`src/rtl/isqrt_pkg.sv`:
```
// Shared types and width helpers for the sequential integer square-root unit.
package isqrt_pkg;

    typedef enum logic [1:0] {
        IDLE = 2'd0,
        CALC = 2'd1,
        DONE = 2'd2
    } state_t;

    function automatic int root_w(input int width);
        return width / 2;
    endfunction

    function automatic int rem_w(input int width);
        return width / 2 + 1;
    endfunction

    // Iteration counter counts RW-1 down to 0; never narrower than one bit.
    function automatic int cnt_w(input int width);
        return (width / 2 > 1) ? $clog2(width / 2) : 1;
    endfunction

endpackage

```
`src/rtl/isqrt_step.sv`:
```
// One restoring square-root iteration: brings in two radicand bits, yields one root bit.
// Purely combinational, no handshake.
module isqrt_step #(
    parameter int RW   = 4,
    parameter int REMW = RW + 1
) (
    input  logic [REMW:0]   rem,
    input  logic [RW-1:0]   root,
    input  logic [1:0]      bits,
    output logic [REMW:0]   next_rem,
    output logic [RW-1:0]   next_root
);

    // Trial values carry two extra bits so the shifted remainder never truncates.
    localparam int XW = REMW + 3;
    localparam int LW = REMW + 1;

    logic [XW-1:0] r_shift;
    logic [XW-1:0] trial;
    logic          ge;

    assign r_shift   = {rem, bits};
    assign trial     = XW'({root, 2'b01});
    assign ge        = (r_shift >= trial);
    assign next_rem  = ge ? LW'(r_shift - trial) : LW'(r_shift);
    assign next_root = RW'({root, ge});

endmodule

```
`src/rtl/isqrt_seq.sv`:
```
// Sequential floor(sqrt(x)) with remainder; one root bit per cycle, result RW cycles after accept.
// Valid/ready both sides, results held until taken; ISQRT_SELF_CHECK_EN adds a sticky result check.
module isqrt_seq
    import isqrt_pkg::*;
#(
    parameter int WIDTH = 8
) (
    input  logic                       clk,
    input  logic                       rst_n,
    input  logic                       in_valid,
    output logic                       in_ready,
    input  logic [WIDTH-1:0]           in_data,
    output logic                       out_valid,
    input  logic                       out_ready,
    output logic [root_w(WIDTH)-1:0]   out_root,
    output logic [rem_w(WIDTH)-1:0]    out_rem,
    output logic                       chk_err
);

    localparam int RW   = root_w(WIDTH);
    localparam int REMW = rem_w(WIDTH);
    localparam int CW   = cnt_w(WIDTH);

    state_t          state_q;
    state_t          state_d;
    logic [WIDTH-1:0] sreg_q;
    logic [REMW:0]    rem_q;
    logic [RW-1:0]    root_q;
    logic [CW-1:0]    cnt_q;
    logic [REMW:0]    nrem;
    logic [RW-1:0]    nroot;
    logic             accept;
    logic             last_iter;

    assign accept    = in_valid && in_ready;
    assign last_iter = (state_q == CALC) && (cnt_q == '0);

    isqrt_step #(
        .RW   (RW),
        .REMW (REMW)
    ) u_step (
        .rem       (rem_q),
        .root      (root_q),
        .bits      (sreg_q[WIDTH-1 -: 2]),
        .next_rem  (nrem),
        .next_root (nroot)
    );

    always_ff @(posedge clk or negedge rst_n) begin
        if (!rst_n) begin
            state_q <= IDLE;
        end else begin
            state_q <= state_d;
        end
    end

    always_comb begin
        state_d   = state_q;
        in_ready  = 1'b0;
        out_valid = 1'b0;
        case (state_q)
            IDLE: begin
                in_ready = 1'b1;
                if (in_valid) state_d = CALC;
            end
            CALC: begin
                if (cnt_q == '0) state_d = DONE;
            end
            DONE: begin
                out_valid = 1'b1;
                if (out_ready) state_d = IDLE;
            end
            default: state_d = IDLE;
        endcase
    end

    always_ff @(posedge clk or negedge rst_n) begin
        if (!rst_n) begin
            sreg_q   <= '0;
            rem_q    <= '0;
            root_q   <= '0;
            cnt_q    <= '0;
            out_root <= '0;
            out_rem  <= '0;
        end else if (accept) begin
            sreg_q <= in_data;
            rem_q  <= '0;
            root_q <= '0;
            cnt_q  <= CW'(RW - 1);
        end else if (state_q == CALC) begin
            sreg_q <= sreg_q << 2;
            rem_q  <= nrem;
            root_q <= nroot;
            if (cnt_q == '0) begin
                out_root <= nroot;
                out_rem  <= REMW'(nrem);
            end else begin
                cnt_q <= cnt_q - 1'b1;
            end
        end
    end

`ifdef ISQRT_SELF_CHECK_EN
    // Checks the values being written into the result registers on the DONE-entry edge.
    localparam int PW = WIDTH + 2;

    logic [WIDTH-1:0] shadow_q;
    logic             chk_q;
    logic             mismatch;

    assign mismatch = ((PW'(nroot) * PW'(nroot) + PW'(nrem)) != PW'(shadow_q))
                   || (nrem > (REMW + 1)'({nroot, 1'b0}));

    always_ff @(posedge clk or negedge rst_n) begin
        if (!rst_n) begin
            shadow_q <= '0;
            chk_q    <= 1'b0;
        end else begin
            if (accept) shadow_q <= in_data;
            if (last_iter && mismatch) chk_q <= 1'b1;
        end
    end

    assign chk_err = chk_q;
`else
    assign chk_err = 1'b0;
`endif

endmodule

```
`config.mk`:
```
export PLATFORM = sky130hd
export DESIGN_NAME = isqrt_seq
export DESIGN_NICKNAME = d
export VERILOG_FILES = /design/src/rtl/isqrt_pkg.sv /design/src/rtl/isqrt_step.sv /design/src/rtl/isqrt_seq.sv
export SDC_FILE = /design/constraint.sdc
export NUM_CORES = 1
export LEC_CHECK = 0
export ABC_CLOCK_PERIOD_IN_PS = 1690
export CAP_MARGIN = 20
export CORE_ASPECT_RATIO = 0.5
export CORE_UTILIZATION = 42
export DETAILED_ROUTE_END_ITERATION = 12
export PLACE_DENSITY = 0.67
export SETUP_SLACK_MARGIN = 0.3
export SLEW_MARGIN = 15
export SYNTH_ARGS = -nofsm -noshare
export SYNTH_HDL_FRONTEND = slang
export SYNTH_SLANG_ARGS = --single-unit
```
`constraint.sdc`:
```
create_clock -name clk -period 1.69 [get_ports clk]
set_clock_uncertainty 0.05 [all_clocks]
set_input_delay 0.338 -clock clk [delete_from_list [all_inputs] [get_ports clk]]
set_output_delay 0.338 -clock clk [all_outputs]
set_load 0.02 [all_outputs]
```
==> impl_metrics.csv <==
group,metric,value,unit
setup_path,cp_cell_sequence,"ha_4, a21o_1, a31oi_4, o21ai_4, mux2_4, o21ai_2",
yosys,synth_cells,162,
run_status,violations,"setup timing",
yosys,synth_seq_cells,31,
placed_design,place_hpwl,2.46,mm
finish,final_cell_mix,"buf_4, dfrtp_1, o21ai_1",
die,num_io_pins,24,
placed_design,io_buffers,22,
drt,drtAntennaViolNets,0,
yosys,syn_nets,181,
clock_tree,cts_tree,"done",
drt,drt_iter0_markers,93,
setup_path,reg2reg_depth,6,
run_status,status,"finished, violations left",
yosys,syn-cell-area,1600,um^2
global_routing,grt_max_degree,32,
sta,max_freq,553,MHz
yosys,synth.area.mux_share,4.86,%
drt,route.detailed.drc,0,
yosys,yosysWarnings,0,
global_routing,track_usage,19.2,%
sta,maxSlewViolCount,0,
setup_path,rrSetupSlack,-0.12,ns
sta,fin_crit_sh,107,%
yosys,synthFlopType,"dfrtp_1",
clock_tree,cts-root-buf,"clkbuf_8",
yosys,synth_edf_count,0,
setup_path,worstPathMaxFanout,8,
clock_tree,cts.htree.levels,2,
yosys,synth-simple-area-share,12.6,%
yosys,ys_seq_area_share,48.6,%
sta,setup_tns,-0.943,ns
die,core.rowCount,15,
drt,wl_per_cell,13.1,um
sta,hold_viol,0,
sta,layout_setup_ws,-0.119,ns
finish,final_nets,239,
die,die_x,89.2,um
placed_design,gp_congestion,0.790,
drt,drt_first_pass_iters,4,
setup_path,cp-start-kind,"register",
die,die_area,4060,um^2
sta,rsz0062_at_grt,"yes",
drt,routed_wl,3.58,mm
setup_path,worstPathArrival,1.97,ns
yosys,synth_cell_type_count,32,
clock_tree,clk_latency,0.28,ns
clock_tree,cts_buffers,5,
setup_path,rr_endpoint,"out_rem[1]",
finish,syn_to_final_growth,48.5,%
die,die_h,45.6,um
global_routing,grt_pass1_vias,1302,
global_routing,antenna_found_initial,0,
global_routing,grt_overflow,0,
power_and_ir_drop,ir_worst_vdd,0.849,mV
power_and_ir_drop,p_per_area,2300,nW/um^2
power_and_ir_drop,p_leak,1.10,nW
setup_path,crit_path_end_kind,"register",
finish,antenna_cells,0,
setup_path,critPathSlowestCell,"dfrtp_1",
yosys,synth_top_family_by_area,"compound AO/OA/AOI/OAI gates",
sta,setup_viol,12,
setup_path,required,1.85,ns
sta,min_period,1.81,ns
setup_path,max_stage_delay,0.41,ns
yosys,syn_avg_cell_area,9.85,um^2
clock_tree,numClockSinks,31,
setup_path,critPathKind,"reg -> reg",
yosys,async_flop_share,100,%
yosys,synth-xor-area-share,2.75,%
yosys,synth_fa_ha_area_share,5.49,%
clock_tree,path_clk_slew,0.07,ns
worst_hold_path,hold_class,"in -> async",
die,initial_core_util,45.2,%
power_and_ir_drop,power.total,0.00546,W
drt,vias,1352,
drt,avgViaCountPerCell,4.97,
die,fp.coreArea,3530,um^2
clock_tree,clock_path_buffers,2,
clock_tree,holdBufCountCts,0,
setup_path,timing.rr.start,"rem_q[1]",
run,max-cap-violations,0,
global_routing,grt_pass1_wl,5.64,mm
finish,layout_commonest_cell,"buf_4",
yosys,synth_compound_area_share,21.3,%
finish,layout-drive-gt1-share,34.8,%
-- layout make-up --
| type | count | area, um^2 |
|---|---|---|
| Tap cell | 51 | 63.8 |
| Timing Repair Buffer | 58 | 504 |
| Fill cell | 278 | 1160 |
| Sequential cell | 31 | 778 |
| Clock buffer | 8 | 100 |
| Inverter | 9 | 33.8 |
| Multi-Input combinational cell | 115 | 888 |
-- per-stage QoR --
step	instance area, um^2	utilization, %	worst slack (ns)	hold slack [ns]	std cells
after floorplan	1630	-	-0.0444	-0.00759	162
after global placement	2110	59.8	-0.0706	0.419	259
after detailed placement	2110	59.8	-0.115	0.426	259
after CTS	2230	63.2	-0.115	0.407	268
after global routing	2370	67.1	-0.171	0.424	272
final	2370	67.1	-0.119	0.400	272
-- cells in the mapped netlist (all sizes together), types with 4 or more instances --
cell | count | area [um^2]
mux2i | 4 | 40.0
nor2 | 5 | 18.8
clkbuf | 4 | 15.0
a21oi | 9 | 45.0
o21ai | 28 | 159
ha | 7 | 87.6
nand2b | 5 | 31.3
a22oi | 7 | 52.6
dfrtp | 31 | 776
nand2 | 22 | 82.6
inv | 9 | 33.8
nor2b | 8 | 50.1
-- worst max-delay path by stage --
| stage | from | to | slack [ns] | depth (start not counted) |
|---|---|---|---|---|
| global route | root_q[1] | out_rem[1] | -0.17 | 7 |
| floorplan | root_q[3] | rem_q[1] | -0.04 | 6 |
| finish | rem_q[1] | out_rem[1] | -0.12 | 6 |
| global placement | root_q[3] | rem_q[1] | -0.07 | 6 |
| detailed placement | root_q[3] | rem_q[1] | -0.12 | 6 |
| CTS | sreg_q[6] | rem_q[1] | -0.11 | 7 |
-- sequential cells by signal, indices dropped and copies added (netlist names) --
name	count
out_root	4
cnt_q	2
state_q	2
sreg_q	8
rem_q	6
out_rem	5
root_q	4
-- report_power, final --
| group | switching, W | leakage (nW) | internal [W] |
|---|---|---|---|
| clock | 0.000271 | 0.0515 | 0.000371 |
| sequential | 0.000245 | 0.384 | 0.00109 |
| combinational | 0.00169 | 0.661 | 0.00179 |
-- worst max-delay path: cells and delay by family, from the launching register on --
family | cells | cell delay (ns)
compound gates | 4 | 0.62
flops | 1 | 0.41
mux | 1 | 0.36
fa+ha+maj | 1 | 0.30
-- repair_timing --
action,4_1_cts,5_1_grt
hold endpoints to repair,0,0
pin swaps,3,5
setup endpoints to repair,27,34
cloned,0,0
setup buffers,1,4
resized for setup,28,30
-- logic make-up (layout without fill, tap and decap cells) --
group	Yosys count	after routing
flip-flops	31	31
AND/OR/NAND/NOR	43	43
other	1	1
XOR/XNOR	5	5
buffers and inverters	16	75
AO/OA/AOI/OAI	52	52
adder cells (fa/ha/maj)	7	7
multiplexers	7	7
-- routing by layer --
metal	GRT usage (%)	routed length [um]	up-vias	share of wire, %
met4	9.21	41	0	1.1
met5	0	0	-	0
met1	23.7	1610	652	45
li1	-	-	670	-
met2	32.1	1830	25	51
met3	4.89	94	5	2.6
No activity file was read; power rests on OpenSTA's default activity.
